File: src/rtl/axis_fifo_pkg.sv
// axis_fifo_pkg
// Shared definitions for the AXI4-Stream packet FIFO:
//   - default stream geometry (32-bit tdata, 4-bit tkeep, 16 entries)
//   - axis_beat_t : one stored beat {data, keep, last} at the default width
//   - beat_width(): packed width of a stored beat for any tdata width
//   - clog2_cnt() : width of a counter that must hold 0..depth inclusive
package axis_fifo_pkg;

  localparam int DEF_DATA_WIDTH = 32;
  localparam int DEF_KEEP_WIDTH = DEF_DATA_WIDTH / 8;
  localparam int DEF_DEPTH      = 16;

  typedef struct packed {
    logic [DEF_DATA_WIDTH-1:0] data;
    logic [DEF_KEEP_WIDTH-1:0] keep;
    logic                      last;
  } axis_beat_t;

  // Stored beat layout is {data, keep, last}; last sits in bit 0.
  function automatic int beat_width(input int data_width);
    return data_width + (data_width / 8) + 1;
  endfunction

  // A full FIFO holds exactly depth beats, so counters need one extra code.
  function automatic int clog2_cnt(input int depth);
    return $clog2(depth + 1);
  endfunction

endpackage

File: src/rtl/axis_fifo_mem.sv
// axis_fifo_mem
// Beat storage for axis_pkt_fifo: DEPTH x WIDTH array, synchronous write,
// asynchronous (combinational) read, no reset on the contents.
// Ports:
//   clk   : write clock
//   we    : write enable
//   waddr : write address
//   wdata : beat to store
//   raddr : read address
//   rdata : beat currently stored at raddr
module axis_fifo_mem #(
  parameter int WIDTH  = 37,
  parameter int DEPTH  = 16,
  parameter int ADDR_W = $clog2(DEPTH)
) (
  input  logic              clk,
  input  logic              we,
  input  logic [ADDR_W-1:0] waddr,
  input  logic [WIDTH-1:0]  wdata,
  input  logic [ADDR_W-1:0] raddr,
  output logic [WIDTH-1:0]  rdata
);

  logic [WIDTH-1:0] mem_q [DEPTH];

  always_ff @(posedge clk) begin
    if (we) begin
      mem_q[waddr] <= wdata;
    end
  end

  assign rdata = mem_q[raddr];

endmodule

File: src/rtl/axis_pkt_fifo.sv
// axis_pkt_fifo
// AXI4-Stream FIFO with optional store-and-forward operation. In packet
// mode a packet is released only once its tlast beat is stored; a packet
// larger than the buffer switches to cut-through (bypass) and raises a
// sticky oversize_err so the FIFO can never deadlock.
// Ports:
//   axi_aclk, axi_reset      : clock, asynchronous active-high reset
//   s_axis_t{data,keep,valid,last} / s_axis_tready : input stream
//   m_axis_t{data,keep,valid,last} / m_axis_tready : output stream
//   occupancy                : beats currently stored
//   pkt_count                : complete packets (stored tlast beats)
//   oversize_err             : sticky, packet exceeded DEPTH in packet mode
module axis_pkt_fifo
  import axis_fifo_pkg::*;
#(
  parameter int  DATA_WIDTH  = DEF_DATA_WIDTH,
  parameter int  DEPTH       = DEF_DEPTH,
  parameter int  PACKET_MODE = 0,
  localparam int KEEP_WIDTH  = DATA_WIDTH / 8,
  localparam int CNT_W       = clog2_cnt(DEPTH)
) (
  input  logic                  axi_aclk,
  input  logic                  axi_reset,
  input  logic [DATA_WIDTH-1:0] s_axis_tdata,
  input  logic [KEEP_WIDTH-1:0] s_axis_tkeep,
  input  logic                  s_axis_tvalid,
  output logic                  s_axis_tready,
  input  logic                  s_axis_tlast,
  output logic [DATA_WIDTH-1:0] m_axis_tdata,
  output logic [KEEP_WIDTH-1:0] m_axis_tkeep,
  output logic                  m_axis_tvalid,
  input  logic                  m_axis_tready,
  output logic                  m_axis_tlast,
  output logic [CNT_W-1:0]      occupancy,
  output logic [CNT_W-1:0]      pkt_count,
  output logic                  oversize_err
);

  localparam int               PTR_W    = $clog2(DEPTH);
  localparam int               BEAT_W   = beat_width(DATA_WIDTH);
  localparam logic [CNT_W-1:0] FULL_CNT = CNT_W'(DEPTH);

  logic [PTR_W-1:0]  wr_ptr_q, wr_ptr_d;
  logic [PTR_W-1:0]  rd_ptr_q, rd_ptr_d;
  logic [CNT_W-1:0]  occ_q, occ_d;
  logic [CNT_W-1:0]  pkt_q, pkt_d;
  logic              s_rdy_q, s_rdy_d;
  logic              byp_q, byp_d;
  logic              err_q, err_d;

  logic              wr_en, rd_en;
  logic              wr_pkt, rd_pkt;
  logic              m_valid;
  logic [BEAT_W-1:0] wr_beat, rd_beat;

  assign wr_beat = {s_axis_tdata, s_axis_tkeep, s_axis_tlast};

  axis_fifo_mem #(
    .WIDTH  (BEAT_W),
    .DEPTH  (DEPTH),
    .ADDR_W (PTR_W)
  ) u_mem (
    .clk   (axi_aclk),
    .we    (wr_en),
    .waddr (wr_ptr_q),
    .wdata (wr_beat),
    .raddr (rd_ptr_q),
    .rdata (rd_beat)
  );

  // Valid depends only on registered state, so once raised it cannot drop
  // until the head beat is taken.
  always_comb begin
    if (PACKET_MODE != 0) begin
      m_valid = (occ_q != '0) && ((pkt_q != '0) || byp_q);
    end else begin
      m_valid = (occ_q != '0);
    end
  end

  assign wr_en  = s_axis_tvalid && s_rdy_q;
  assign rd_en  = m_valid && m_axis_tready;
  assign wr_pkt = wr_en && s_axis_tlast;
  assign rd_pkt = rd_en && rd_beat[0];

  always_comb begin
    wr_ptr_d = wr_ptr_q;
    rd_ptr_d = rd_ptr_q;
    occ_d    = occ_q;
    pkt_d    = pkt_q;
    byp_d    = byp_q;
    err_d    = err_q;

    if (wr_en) wr_ptr_d = wr_ptr_q + 1'b1;
    if (rd_en) rd_ptr_d = rd_ptr_q + 1'b1;

    case ({wr_en, rd_en})
      2'b10:   occ_d = occ_q + 1'b1;
      2'b01:   occ_d = occ_q - 1'b1;
      default: occ_d = occ_q;
    endcase

    case ({wr_pkt, rd_pkt})
      2'b10:   pkt_d = pkt_q + 1'b1;
      2'b01:   pkt_d = pkt_q - 1'b1;
      default: pkt_d = pkt_q;
    endcase

    // A full buffer with no complete packet can never release anything in
    // store-and-forward mode: drain the current packet as cut-through.
    if ((PACKET_MODE != 0) && (occ_q == FULL_CNT) && (pkt_q == '0)) begin
      byp_d = 1'b1;
      err_d = 1'b1;
    end
    if (rd_pkt) byp_d = 1'b0;

    // Registered ready: a read in the full cycle frees the slot next cycle.
    s_rdy_d = (occ_d < FULL_CNT);
  end

  always_ff @(posedge axi_aclk or posedge axi_reset) begin
    if (axi_reset) begin
      wr_ptr_q <= '0;
      rd_ptr_q <= '0;
      occ_q    <= '0;
      pkt_q    <= '0;
      s_rdy_q  <= 1'b0;
      byp_q    <= 1'b0;
      err_q    <= 1'b0;
    end else begin
      wr_ptr_q <= wr_ptr_d;
      rd_ptr_q <= rd_ptr_d;
      occ_q    <= occ_d;
      pkt_q    <= pkt_d;
      s_rdy_q  <= s_rdy_d;
      byp_q    <= byp_d;
      err_q    <= err_d;
    end
  end

  assign s_axis_tready = s_rdy_q;
  assign m_axis_tvalid = m_valid;
  assign {m_axis_tdata, m_axis_tkeep, m_axis_tlast} = rd_beat;
  assign occupancy     = occ_q;
  assign pkt_count     = pkt_q;
  assign oversize_err  = err_q;

endmodule
File: config.mk
export PLATFORM = sky130hd
export DESIGN_NAME = axis_pkt_fifo
export DESIGN_NICKNAME = d
export VERILOG_FILES = /design/src/rtl/axis_fifo_pkg.sv /design/src/rtl/axis_fifo_mem.sv /design/src/rtl/axis_pkt_fifo.sv
export SDC_FILE = /design/constraint.sdc
export NUM_CORES = 1
export LEC_CHECK = 0
export ABC_CLOCK_PERIOD_IN_PS = 3800
export CORE_MARGIN = 4
export CORE_UTILIZATION = 30
export CTS_CLUSTER_DIAMETER = 50
export DETAILED_ROUTE_END_ITERATION = 6
export PLACE_DENSITY = 0.52
export SLEW_MARGIN = 20
export SYNTH_ARGS = -nofsm -noshare
export SYNTH_HDL_FRONTEND = slang
export SYNTH_SLANG_ARGS = --single-unit
File: constraint.sdc
create_clock -name axi_aclk -period 3.8 [get_ports axi_aclk]
set_input_delay 0.76 -clock axi_aclk [delete_from_list [all_inputs] [get_ports axi_aclk]]
set_output_delay 0.76 -clock axi_aclk [all_outputs]
set_load 0.05 [all_outputs]
==> run metrics <==
DR iter-0 viols about 950; worst-margin pin slew roughly 0.82 ns; Cell variety after synth 38; Psw 8024 uW; routed vias approximately 11000; residual DRC count 0; combinational share of power 0.335; Clock Latency Late Sink slightly above 0.6 ns; Clock power frac 0.310; status finished clean; hold buffer count at cts 0; I/O Buffers between 80 and 90; min-delay worst type reg2reg; Avg WL per Cell around 25 um; Pwr per Cell Area approximately 820 mW/mm^2; fraction of layout cells with a size suffix above 1 0.2980; Area Growth Syn to Fin 21.72%; Critical Path RT 3.04 ns; Max-Cap Viols 0; Die Ht about 290 um; number of synthesized flops with an enable pin approximately 600; final number of hold-violating endpoints 0; Layout Nets 1263; global-route wire length before repair roughly 83 mm; core area roughly 0.077 mm^2; routed wire length 56.73 mm; final-report setup violation count 0; clock sink count 611; Int Power ~15000 uW; Cells after Synth between 1000 and 1500; Max Clk Rate roughly 0.28 GHz; sw frac 0.3418; row cnt between 100 and 150; Synth Cell Area 0.02338 mm^2; routability cong. roughly 0.7; GRT Total Usage 0.1376; I/O pins just over 90; Relative slew margins 0.4511; crit path DAT about 2.8 ns; flops & latches, synth around 610; syn_area_per_cell ~22 um^2; Tcrit/Tclk final 0.9301; vias in the first global route 12060; largest net degree at the start of global routing between 60 and 70; Worst IR Drop VDD around 470 uV; Tmin final 3.534 ns; TritonRoute pass-1 iters 5; max-slew violations 0; Starting Density 0.3023; synth warn 0; Post-synth ARST share 0.03110; Bufs on Longest Clock Path 3; RSZ-0062 raised after global routing false; vias per std cell around 5; initial antenna violation count 4; Overflow after GRT 0; part of the power in registers 0.355; CP Capture Type output pin; CTS clk-pin slew, worst paths ~0.050 ns; total power draw roughly 23000 uW; die span in x between 200 and 300 um; sequential area share after synthesis 0.7807; DRT antenna net count 0; clk root buf clkbuf_16; critical path fanouts, max 36; startpoint types flop; Clock Skews 0.02209 ns; CTS tree yes; critical path class reg2out; syn nets ~1100; Synth Flop Type edfxtp_1; Detail Placement HPWL 29.11 mm; H-tree levels 3; setup total negative slack 0 ns; Die Area 0.08246 mm^2; total CTS buffers between 70 and 80; Pleak about 0.0091 uW
[cell usage after synthesis (2+ instances only)]
library cell / n / area share
a211oi_1: 2 / 0.00064
a21o_1: 2 / 0.00064
a21oi_1: 3 / 0.00064
a22oi_1: 72 / 0.023
and2_1: 2 / 0.00054
buf_1: 3 / 0.00048
buf_2: 13 / 0.0028
buf_4: 6 / 0.0019
buf_6: 7 / 0.0034
clkbuf_1: 27 / 0.0043
dfrtp_1: 19 / 0.020
edfxtp_1: 592 / 0.76
fa_1: 2 / 0.0017
ha_1: 13 / 0.0070
inv_1: 12 / 0.0019
mux2_2: 2 / 0.00096
mux2i_1: 3 / 0.0013
mux4_2: 148 / 0.14
nand2_1: 50 / 0.0080
nand2b_1: 4 / 0.0011
nand4_1: 2 / 0.00054
nor2_1: 16 / 0.0026
nor2b_1: 5 / 0.0013
nor3_1: 7 / 0.0015
o211ai_1: 2 / 0.00064
o21a_1: 2 / 0.00064
o21ai_0: 6 / 0.0013
o311ai_0: 3 / 0.0011
xnor2_1: 8 / 0.0030
xor2_1: 4 / 0.0015
[state kept, by name (all words and copies together) (netlist names), named ones only]
| register | cells |
|---|---|
| u_mem.mem_q | 592 |
| occupancy | 4 |
| rd_ptr_q | 4 |
| pkt_count | 5 |
| s_axis_tready | 1 |
| wr_ptr_q | 4 |
[kinds of logic after synthesis]
kind of cell,Yosys count,share of synthesized area
DFF,611,0.7807
and+or+nand+nor,90,0.01664
buffers and inverters,69,0.01504
other,1,0.0001604
xor gates and xnor gates,12,0.004496
adders and majority gates,15,0.008670
AOI/OAI and AO/OA,94,0.02943
muxes,153,0.1448
[routing by layer]
metal / global-route usage / vias up / share of wire
met4: 0.03899 / 2 / 0.021
met1: 0.1841 / 6131 / 0.44
li1: - / 4732 / -
met5: 0 / - / 0.00025
met2: 0.2297 / 267 / 0.50
met3: 0.02688 / 97 / 0.044
[cell usage in the layout (no fill, tap or decap), types with 3 or more instances in the layout]
| cell | n |
|---|---|
| a21oi_1 | 3 |
| a22oi_1 | 72 |
| buf_12 | 11 |
| buf_4 | 75 |
| bufinv_16 | 10 |
| clkbuf_1 | 9 |
| clkbuf_16 | 77 |
| clkdlybuf4s50_1 | 52 |
| clkinv_1 | 11 |
| clkinv_2 | 10 |
| clkinv_8 | 3 |
| clkinvlp_4 | 9 |
| dfrtp_1 | 17 |
| diode_2 | 3 |
| edfxtp_1 | 592 |
| ha_1 | 13 |
| inv_1 | 12 |
| mux2i_1 | 3 |
| mux4_2 | 148 |
| nand2_1 | 50 |
| nand2b_1 | 4 |
| nor2_1 | 3 |
| nor2_4 | 13 |
| nor2b_1 | 3 |
| nor3_1 | 3 |
| nor3_4 | 4 |
| o21ai_0 | 6 |
| o311ai_0 | 3 |
| xnor2_1 | 8 |
| xor2_1 | 4 |
[final cells by class]
type	instances	area, um^2
repair buffers	140	1331
diodes	3	7.507
well taps	1040	1301
fillers	7140	48880
flip-flops and latches	611	18260
inverters	12	45.04
clock buffers	87	1974
multi-input cells	365	4933
clock inverters	50	604.3
[what timing repair did]
item,in CTS,in global routing
resized for setup,0,1
setup buffers,0,1
endpoints found under the setup margin,0,4
[worst paths after layout]
check | from | endpoint | slack (ns) | cells past startpoint
min in group asynchronous | axi_reset | s_axis_tready | 0.63 | 2
max | rd_ptr_q[0] | m_axis_tdata[9] | 0.27 | 5
min | pkt_count[3] | pkt_count[3] | 0.52 | 2
min reg2reg | pkt_count[3] | pkt_count[3] | 0.52 | 2
max reg2reg | rd_ptr_q[2] | pkt_count[4] | 0.48 | 10
max in group asynchronous | axi_reset | rd_ptr_q[0] | 2.57 | 2
[critical path: stages (launching register included)]
cell     delay [ns]
dfrtp_4        0.64
buf_12         0.34
mux4_2         0.54
a22oi_1        0.24
nand2_1        0.16
buf_4          0.22
[power by group through the flow]
| stage | Clock, uW | Combinational (uW) | Sequential, uW |
|---|---|---|---|
| 4_1_cts | 7470 | 8000 | 8370 |
| 3_3_place_gp | 0 | 7920 | 8470 |
| 2_1_floorplan | 0 | 5320 | 8450 |
| 3_5_place_dp | 0 | 7970 | 8500 |
| 6_report | 7290 | 7860 | 8330 |
| 5_1_grt | 7750 | 8420 | 8390 |
[through the flow]
stage / cell area [um^2] / hold WS, ns / cells / util / worst slack (ns)
3_3_place_gp: 25850 / 0.5115 / 2167 / 0.3343 / 0.5184
6_report: 28460 / 0.5239 / 2308 / 0.3680 / 0.2657
2_1_floorplan: 23400 / 0.5742 / 1045 / - / 0.4345
5_1_grt: 28450 / 0.5686 / 2306 / 0.3679 / 0.09220
4_1_cts: 28430 / 0.5341 / 2304 / 0.3676 / 0.02770
3_5_place_dp: 25850 / 0.5173 / 2167 / 0.3343 / 0.3598
(Power assumes the default switching activity.)
